$ cat src/rtl/port_bank_pkg.sv
// Shared parameters and helpers for the port_bank I/O block.
// Holds the default sizes, the select-width function and the packed-bit index helper.
package port_bank_pkg;

    localparam int DEF_NUM_PORTS   = 3;
    localparam int DEF_PORT_WIDTH  = 8;
    localparam int DEF_SYNC_STAGES = 2;

    function automatic int selWidth(input int numPorts);
        return (numPorts > 1) ? $clog2(numPorts) : 1;
    endfunction

    function automatic int bitIndex(input int port, input int width, input int bitPos);
        return port * width + bitPos;
    endfunction

endpackage

$ cat src/rtl/port_bank_sync.sv
// Single-bit input synchronizer used by port_bank for every pad bit.
// Depth is SYNC_STAGES flops; q is the last stage, cleared by synchronous rst.
module port_sync
    import port_bank_pkg::*;
#(
    parameter int SYNC_STAGES = DEF_SYNC_STAGES
) (
    input  logic clk,
    input  logic rst,
    input  logic d,
    output logic q
);

    logic [SYNC_STAGES-1:0] stages;

    always_ff @(posedge clk) begin
        if (rst) begin
            stages <= '0;
        end else begin
            stages <= {stages[SYNC_STAGES-2:0], d};
        end
    end

    assign q = stages[SYNC_STAGES-1];

endmodule

$ cat src/rtl/port_bank.sv
// GPIO port bank: per-port TRIS/LAT registers, synchronized pad inputs, read mux.
// Optional interrupt-on-change logic and ports are compiled in with macro PORT_IOC_EN.
module port_bank
    import port_bank_pkg::*;
#(
    parameter int NUM_PORTS   = DEF_NUM_PORTS,
    parameter int PORT_WIDTH  = DEF_PORT_WIDTH,
    parameter int SYNC_STAGES = DEF_SYNC_STAGES
) (
    input  logic                             clk,
    input  logic                             rst,
    input  logic [selWidth(NUM_PORTS)-1:0]   port_sel,
    input  logic [PORT_WIDTH-1:0]            wr_data,
    input  logic                             tris_we,
    input  logic                             lat_we,
    input  logic [NUM_PORTS*PORT_WIDTH-1:0]  pin_in,
    output logic [NUM_PORTS*PORT_WIDTH-1:0]  pin_out,
    output logic [NUM_PORTS*PORT_WIDTH-1:0]  pin_oe,
`ifdef PORT_IOC_EN
    input  logic                             ioc_mask_we,
    input  logic                             ioc_clr,
    output logic [NUM_PORTS-1:0]             ioc_flag,
    output logic                             ioc_irq,
`endif
    output logic [PORT_WIDTH-1:0]            rd_data
);

    localparam int SEL_W = selWidth(NUM_PORTS);
    localparam int TOTAL = NUM_PORTS * PORT_WIDTH;

    logic [PORT_WIDTH-1:0] trisReg  [NUM_PORTS];
    logic [PORT_WIDTH-1:0] latReg   [NUM_PORTS];
    logic [PORT_WIDTH-1:0] syncPort [NUM_PORTS];
    logic [TOTAL-1:0]      syncFlat;

    for (genvar p = 0; p < NUM_PORTS; p++) begin : gPort
        for (genvar b = 0; b < PORT_WIDTH; b++) begin : gBit
            localparam int IDX = bitIndex(p, PORT_WIDTH, b);
            port_sync #(.SYNC_STAGES(SYNC_STAGES)) uSync (
                .clk (clk),
                .rst (rst),
                .d   (pin_in[IDX]),
                .q   (syncFlat[IDX])
            );
        end
        assign syncPort[p] = syncFlat[p*PORT_WIDTH +: PORT_WIDTH];
    end

    // A port_sel beyond the last port matches no loop index, so such writes fall away.
    always_ff @(posedge clk) begin
        if (rst) begin
            for (int p = 0; p < NUM_PORTS; p++) begin
                trisReg[p] <= '1;
                latReg[p]  <= '0;
            end
        end else begin
            for (int p = 0; p < NUM_PORTS; p++) begin
                if (port_sel == SEL_W'(p)) begin
                    if (tris_we) trisReg[p] <= wr_data;
                    if (lat_we)  latReg[p]  <= wr_data;
                end
            end
        end
    end

    always_comb begin
        pin_out = '0;
        pin_oe  = '0;
        rd_data = '0;
        for (int p = 0; p < NUM_PORTS; p++) begin
            pin_out[p*PORT_WIDTH +: PORT_WIDTH] = latReg[p];
            pin_oe[p*PORT_WIDTH +: PORT_WIDTH]  = ~trisReg[p];
            if (port_sel == SEL_W'(p)) begin
                rd_data = (trisReg[p] & syncPort[p]) | (~trisReg[p] & latReg[p]);
            end
        end
    end

`ifdef PORT_IOC_EN
    localparam int ARM_W = $clog2(SYNC_STAGES + 2);
    localparam logic [ARM_W-1:0] ARM_DONE = ARM_W'(SYNC_STAGES + 1);

    logic [PORT_WIDTH-1:0] maskReg [NUM_PORTS];
    logic [PORT_WIDTH-1:0] prevReg [NUM_PORTS];
    logic [NUM_PORTS-1:0]  flagReg;
    logic [NUM_PORTS-1:0]  flagSet;
    logic [ARM_W-1:0]      armCnt;
    logic                  armed;

    // Arming hides the synchronizer flush after reset from the change detector.
    assign armed = (armCnt == ARM_DONE);

    always_comb begin
        flagSet = '0;
        for (int p = 0; p < NUM_PORTS; p++) begin
            flagSet[p] = armed && (|((syncPort[p] ^ prevReg[p]) & maskReg[p] & trisReg[p]));
        end
    end

    always_ff @(posedge clk) begin
        if (rst) begin
            armCnt  <= '0;
            flagReg <= '0;
            for (int p = 0; p < NUM_PORTS; p++) begin
                maskReg[p] <= '0;
                prevReg[p] <= '0;
            end
        end else begin
            if (!armed) armCnt <= armCnt + ARM_W'(1);
            for (int p = 0; p < NUM_PORTS; p++) begin
                prevReg[p] <= syncPort[p];
                if (ioc_mask_we && (port_sel == SEL_W'(p))) maskReg[p] <= wr_data;
                if (flagSet[p]) begin
                    flagReg[p] <= 1'b1;
                end else if (ioc_clr && (port_sel == SEL_W'(p))) begin
                    flagReg[p] <= 1'b0;
                end
            end
        end
    end

    assign ioc_flag = flagReg;
    assign ioc_irq  = |flagReg;
`endif

endmodule

$ cat config.mk
export PLATFORM = sky130hd
export DESIGN_NAME = port_bank
export DESIGN_NICKNAME = d
export VERILOG_FILES = /design/src/rtl/port_bank_pkg.sv /design/src/rtl/port_bank_sync.sv /design/src/rtl/port_bank.sv
export SDC_FILE = /design/constraint.sdc
export NUM_CORES = 1
export LEC_CHECK = 0
export ABC_AREA = 1
export CELL_PAD_IN_SITES_DETAIL_PLACEMENT = 0
export CELL_PAD_IN_SITES_GLOBAL_PLACEMENT = 1
export CORE_ASPECT_RATIO = 0.5
export CORE_MARGIN = 4
export CORE_UTILIZATION = 40
export CTS_BUF_LIST = sky130_fd_sc_hd__clkbuf_8
export CTS_CLUSTER_SIZE = 28
export DETAILED_ROUTE_END_ITERATION = 7
export PLACE_DENSITY = 0.9
export SYNTH_ARGS = -nofsm -noshare
export SYNTH_HDL_FRONTEND = slang
export SYNTH_SLANG_ARGS = --single-unit
$ cat constraint.sdc
create_clock -name clk -period 3.35 [get_ports clk]
set_input_delay 0.67 -clock clk [delete_from_list [all_inputs] [get_ports clk]]
set_output_delay 0.67 -clock clk [all_outputs]
set_load 0.1 [all_outputs]
==> impl_metrics.toml, run 1 <==
[clocking]
cts_made_buffers = 9
clk_path_buf_depth = 2
cts_root_buf = "clkbuf_8"
postCtsSetupRepairBufs = 0
postCtsResizedCells = 0
cts_hold_buffers = 0
cts_tree = "done"
htreeDepth = 3
clk_pin_slew_worst_paths_ns = 0.08
clock-sinks = 96
clock_latency_ns = 0.36

[final_layout]
antennaDiodeCount = 0
nNetsFinal = 528
syn_to_final_growth_pct = 37.2
utilization_pct = 58.4
drive_gt1_share_pct = 18.2

[critical_path]
crit_path_start_kind = "input port"
criticalPathCategory = "in -> out"
cp-end-kind = "output port"
arrival_ns = 2.23
path_max_fanout = 9
cp_data_required_time_ns = 2.68

[routing]
routed_wl_um = 7640
viasPerCell = 4.15
antenna_left = 0
routedWlPerCell_um = 12.6
routed-wl-met2_um = 3710
met1_length_um = 3140
vias = 2517
routed.top_layer = "met4"
met3_wirelength_um = 692
drtPass1Iterations = 5
dr.first_iter.drc_count = 210
drc = 0

[sta]
worstMarginPinSlew_ns = 0.603
rsz0062_at_grt = "no"
skew_ns = 0.00497
timing.final.crit_share_pct = 86.6
fin_setup_tns_ns = 0
fin_ws_ns = 0.448
period_needed_ns = 2.90
relSlewSlack_pct = 59.8
fmax_ghz = 0.345
maxSlewViolCount = 0
setup_viol = 0
timing_hold_violations_final = 0

[outcome]
outcome = "finished, final reports clean"

[grt]
track_usage_pct = 15.4
grt_max_degree = 49
first_global_vias = 2372
grt_pass1_wl_um = 11800
antenna_found_initial = 0
overflow = 0

[synthesis]
synthSimpleGateAreaFrac_pct = 18.7
syn_nets = 419
netlist_area_sq_um = 3530
synth_top_family_by_area = "simple AND/OR/NAND/NOR gates"
synth-compound-area-share_pct = 0.851
synthMuxAreaShare_pct = 0
synthCells = 381
seq_area_frac_synth_pct = 68.1
avgSynthCellArea_sq_um = 9.26
yosysUniqueCellTypes = 13
yosysWarnings = 0
ys_ff_latch = 96
synth-xor-area-share_pct = 0
yosys.area_share.adder_pct = 0

[min_path]
hold_class = "reg -> reg"

[placed_design]
dp_worst_setup_slack_ns = 0.420
io_buffers = 93
place.gp.congestion = 0.790
hpwl_um = 5660

[floorplanning]
fp.dieW_um = 141
start_util_pct = 42.6
die_h_um = 74.4
coreArea_sq_um = 8290
die_area_sq_um = 10500
pin_count = 94
core.rowCount = 23

[job]
cap_viol_max_count = 0

[pwr]
peakVddDrop_mv = 0.240
total_leakage_power_nw = 2.35
power_density_nw_per_um2 = 611
## cell usage after synthesis (all sizes together)
master / n / share of area [%]
o21ai: 6 / 0.85
clkbuf: 2 / 0.21
nand3: 20 / 2.8
dfxtp: 48 / 27
nor2: 60 / 7.0
edfxtp: 48 / 41
nand2: 84 / 8.9
buf: 3 / 0.43
inv: 110 / 12
## registers in the layout (all words and copies together) (netlist names)
name                     flops
gPort.gBit.uSync.stages     48
trisReg                     24
latReg                      24
## report_power, final
group          switching, W  leakage [nW]  internal, W
Clock              0.000362         0.125     0.000476
Combinational      0.000586          1.36     0.000185
Sequential        0.0000327         0.870      0.00131
## final timing paths
kind / startpoint / end / slack (ns) / cells after the start
worst max register to register: gPort[2].gBit[5].uSync.stages[0]$_SDFF_PP0_ / gPort[2].gBit[5].uSync.stages[1]$_SDFF_PP0_ / 2.84 / 2
worst min register to register: gPort[2].gBit[4].uSync.stages[0]$_SDFF_PP0_ / gPort[2].gBit[4].uSync.stages[1]$_SDFF_PP0_ / 0.40 / 2
worst min-delay path: gPort[2].gBit[4].uSync.stages[0]$_SDFF_PP0_ / gPort[2].gBit[4].uSync.stages[1]$_SDFF_PP0_ / 0.40 / 2
worst max-delay path: port_sel[0] / rd_data[1] / 0.45 / 5
## area by class of cell
cell class | count | area, sq um
clock inverters | 4 | 67.6
inverters | 110 | 413
fillers | 718 | 3450
repair buffers | 103 | 961
clock buffers | 12 | 165
well taps | 112 | 140
flip-flops and latches | 96 | 2400
multi-input cells | 170 | 691
## layout by cell type, fill, tap and decap left out, drive strengths merged
cell           count
inv              112
nand2             84
buf               67
nor2              60
dfxtp             48
edfxtp            48
clkdlybuf4s50     36
nand3             20
clkbuf            12
o21ai              6
bufinv             2
## routing by layer
layer  global-route usage, %  vias up
met3                    5.65        8
met2                    25.3       72
met5                       0        -
met1                    18.7     1110
met4                    6.98        0
li1                        -     1327
## metrics by stage
| stage | hold slack (ns) | cells | cell area, sq um | total power (W) |
|---|---|---|---|---|
| 2_1_floorplan | 0.388 | 381 | 3530 | 0.00192 |
| 3_3_place_gp | 0.390 | 591 | 4610 | 0.00215 |
| 3_5_place_dp | 0.392 | 591 | 4610 | 0.00215 |
| 4_1_cts | 0.404 | 607 | 4840 | 0.00299 |
| 5_1_grt | 0.419 | 607 | 4840 | 0.00307 |
| 6_report | 0.403 | 607 | 4840 | 0.00296 |
## cells by family (layout without fill, tap and decap cells)
family                 Yosys count  count (layout)
AOI/OAI and AO/OA                6               6
buffers and inverters          115             229
DFF                             96              96
and+or+nand+nor                164             164
## critical path: stages
cell             delay, ns
clkdlybuf4s50_1       0.52
nor2_2                0.54
nand3_1               0.15
nand3_1               0.15
buf_12                0.19
(Power assumes the default switching activity.)
==> run 2: changes to the inputs <==
--- a/config.mk
+++ b/config.mk
@@ -8,13 +8,13 @@
 export ABC_AREA = 1
 export CELL_PAD_IN_SITES_DETAIL_PLACEMENT = 0
 export CELL_PAD_IN_SITES_GLOBAL_PLACEMENT = 1
-export CORE_ASPECT_RATIO = 0.5
+export CORE_ASPECT_RATIO = 0.9
 export CORE_MARGIN = 4
 export CORE_UTILIZATION = 40
 export CTS_BUF_LIST = sky130_fd_sc_hd__clkbuf_8
 export CTS_CLUSTER_SIZE = 28
 export DETAILED_ROUTE_END_ITERATION = 7
-export PLACE_DENSITY = 0.9
+export PLACE_DENSITY = 0.95
 export SYNTH_ARGS = -nofsm -noshare
 export SYNTH_HDL_FRONTEND = slang
 export SYNTH_SLANG_ARGS = --single-unit
==> run 2 against run 1 <==
Net effect: sequential share of layout area is 0.23 points higher; worst hold slack worse by 0.0015 ns; critical path depth is 1 higher; via count increased by 2.9%; largest cell class unchanged; critical endpoint is now rd_data[4].
==> impl_metrics.toml, run 2 (synthesized netlist as in run 1, its figures left out) <==
[sta]
fin_setup_tns_ns = 0
period_needed_ns = 2.79
relSlewSlack_pct = 64.0
skew_ns = 0.0126
timing_hold_violations_final = 0
fmax_ghz = 0.359
maxSlewViolCount = 0
setup_viol = 0
rsz0062_at_grt = "no"
worstMarginPinSlew_ns = 0.536
timing.final.crit_share_pct = 83.2

[final_layout]
layout_commonest_cell = "inv_1"
drive_gt1_share_pct = 18.6
largest_reg_flops = 48
regMostFlops = "gPort.gBit.uSync.stages"
antennaDiodeCount = 0
nNetsFinal = 528
largestRegisters = "gPort.gBit.uSync.stages: 48 flops, latReg: 24 flops, trisReg: 24 flops"
utilization_pct = 56.2
syn_to_final_growth_pct = 36.5
mostFrequentLayoutCells = "105 x inv_1, 84 x nand2_1, 58 x buf_4, 56 x nor2_1"

[clocking]
cts_root_buf = "clkbuf_8"
cts_made_buffers = 9
cts_tree = "done"
clk_pin_slew_worst_paths_ns = 0.10
clk_path_buf_depth = 2
htreeDepth = 3
postCtsResizedCells = 0
postCtsSetupRepairBufs = 0
clock_latency_ns = 0.36
cts_hold_buffers = 0
clock-sinks = 96

[grt]
grt_pass1_wl_um = 12000
overflow = 0
track_usage_pct = 15.4
grt_max_degree = 49
antenna_found_initial = 0
first_global_vias = 2475

[routing]
viasPerCell = 4.22
routed_wl_um = 7890
vias = 2590
routedWlPerCell_um = 12.9
drc = 0
drtPass1Iterations = 4
dr.first_iter.drc_count = 72
antenna_left = 0

[critical_path]
arrival_ns = 2.12
path_max_fanout = 9
startpoint = "port_sel[1]"
crit_path_start_kind = "input port"
crit-reg2reg-launch = "gPort[1].gBit[0].uSync.stages[0]$_SDFF_PP0_"
criticalPathCategory = "in -> out"
cp-end-kind = "output port"
cp_data_required_time_ns = 2.68

[min_path]
hold_class = "reg -> reg"
hp-start = "gPort[1].gBit[1].uSync.stages[0]$_SDFF_PP0_"

[job]
cap_viol_max_count = 0

[outcome]
outcome = "finished, final reports clean"

[pwr]
peakVddDrop_mv = 0.303
power_density_nw_per_um2 = 597
total_leakage_power_nw = 2.33

[floorplanning]
coreArea_sq_um = 8570
die_h_um = 97.1
die_area_sq_um = 10400
fp.dieW_um = 107
core.rowCount = 32
start_util_pct = 41.2
pin_count = 94

[placed_design]
io_buffers = 93
place.gp.congestion = 0.857
hpwl_um = 5770
==> run 2: cell types whose count changed in the layout (fill, tap and decap cells not counted) <==
cell	delta
clkbuf_8	-3
inv_6	+3
inv_1	-2
bufinv_16	-1
clkinv_2	+1
clkinv_4	+1
clkinvlp_4	+1
==> run 2: through the flow <==
| step | total power [W] | instance area [sq um] | cells | hold WS (ns) | setup slack (ns) |
|---|---|---|---|---|---|
| 3_5_place_dp | 0.00216 | 4620 | 598 | 0.393 | 0.540 |
| 3_3_place_gp | 0.00215 | 4620 | 598 | 0.389 | 0.607 |
| 5_1_grt | 0.00298 | 4820 | 614 | 0.415 | 0.506 |
| 4_1_cts | 0.00291 | 4820 | 614 | 0.404 | 0.544 |
| 6_report | 0.00288 | 4820 | 614 | 0.402 | 0.563 |
| 2_1_floorplan | 0.00192 | 3530 | 381 | 0.388 | 0.728 |
==> run 2: critical path, stage by stage <==
cell	delay, ns
clkdlybuf4s50_1	0.59
inv_2	0.07
nor2_4	0.32
nand2_1	0.11
nand3_1	0.16
buf_12	0.19
==> run 2: report_power, final <==
| part | internal [W] | switching [W] |
|---|---|---|
| combinational | 0.000185 | 0.000589 |
| sequential | 0.00131 | 0.0000344 |
| clock | 0.000353 | 0.000402 |
| total | 0.00185 | 0.00102 |
==> run 2: final timing paths <==
check        slack [ns]  cells past startpoint                                          end
max                0.56                      6                                   rd_data[4]
min                0.40                      2  gPort[1].gBit[1].uSync.stages[1]$_SDFF_PP0_
max reg2reg        2.79                      2  gPort[1].gBit[0].uSync.stages[1]$_SDFF_PP0_
min reg2reg        0.40                      2  gPort[1].gBit[1].uSync.stages[1]$_SDFF_PP0_
==> run 2: per-layer routing <==
| layer | vias to the layer above | share of wire (%) | track usage, % |
|---|---|---|---|
| li1 | 1332 | - | - |
| met1 | 1171 | 41 | 17.6 |
| met2 | 78 | 52 | 27.3 |
| met3 | 9 | 5.9 | 4.32 |
| met4 | 0 | 1.4 | 6.00 |
| met5 | - | 0 | 0 |
==> run 2: area by class of cell <==
class                           instances  area (sq um)
Fill cell                             788          3750
Tap cell                              119           149
Sequential cell                        96          2400
Clock buffer                            9           124
Clock inverter                          7          77.6
Timing Repair Buffer                  103           961
Inverter                              110           413
Multi-Input combinational cell        170           691
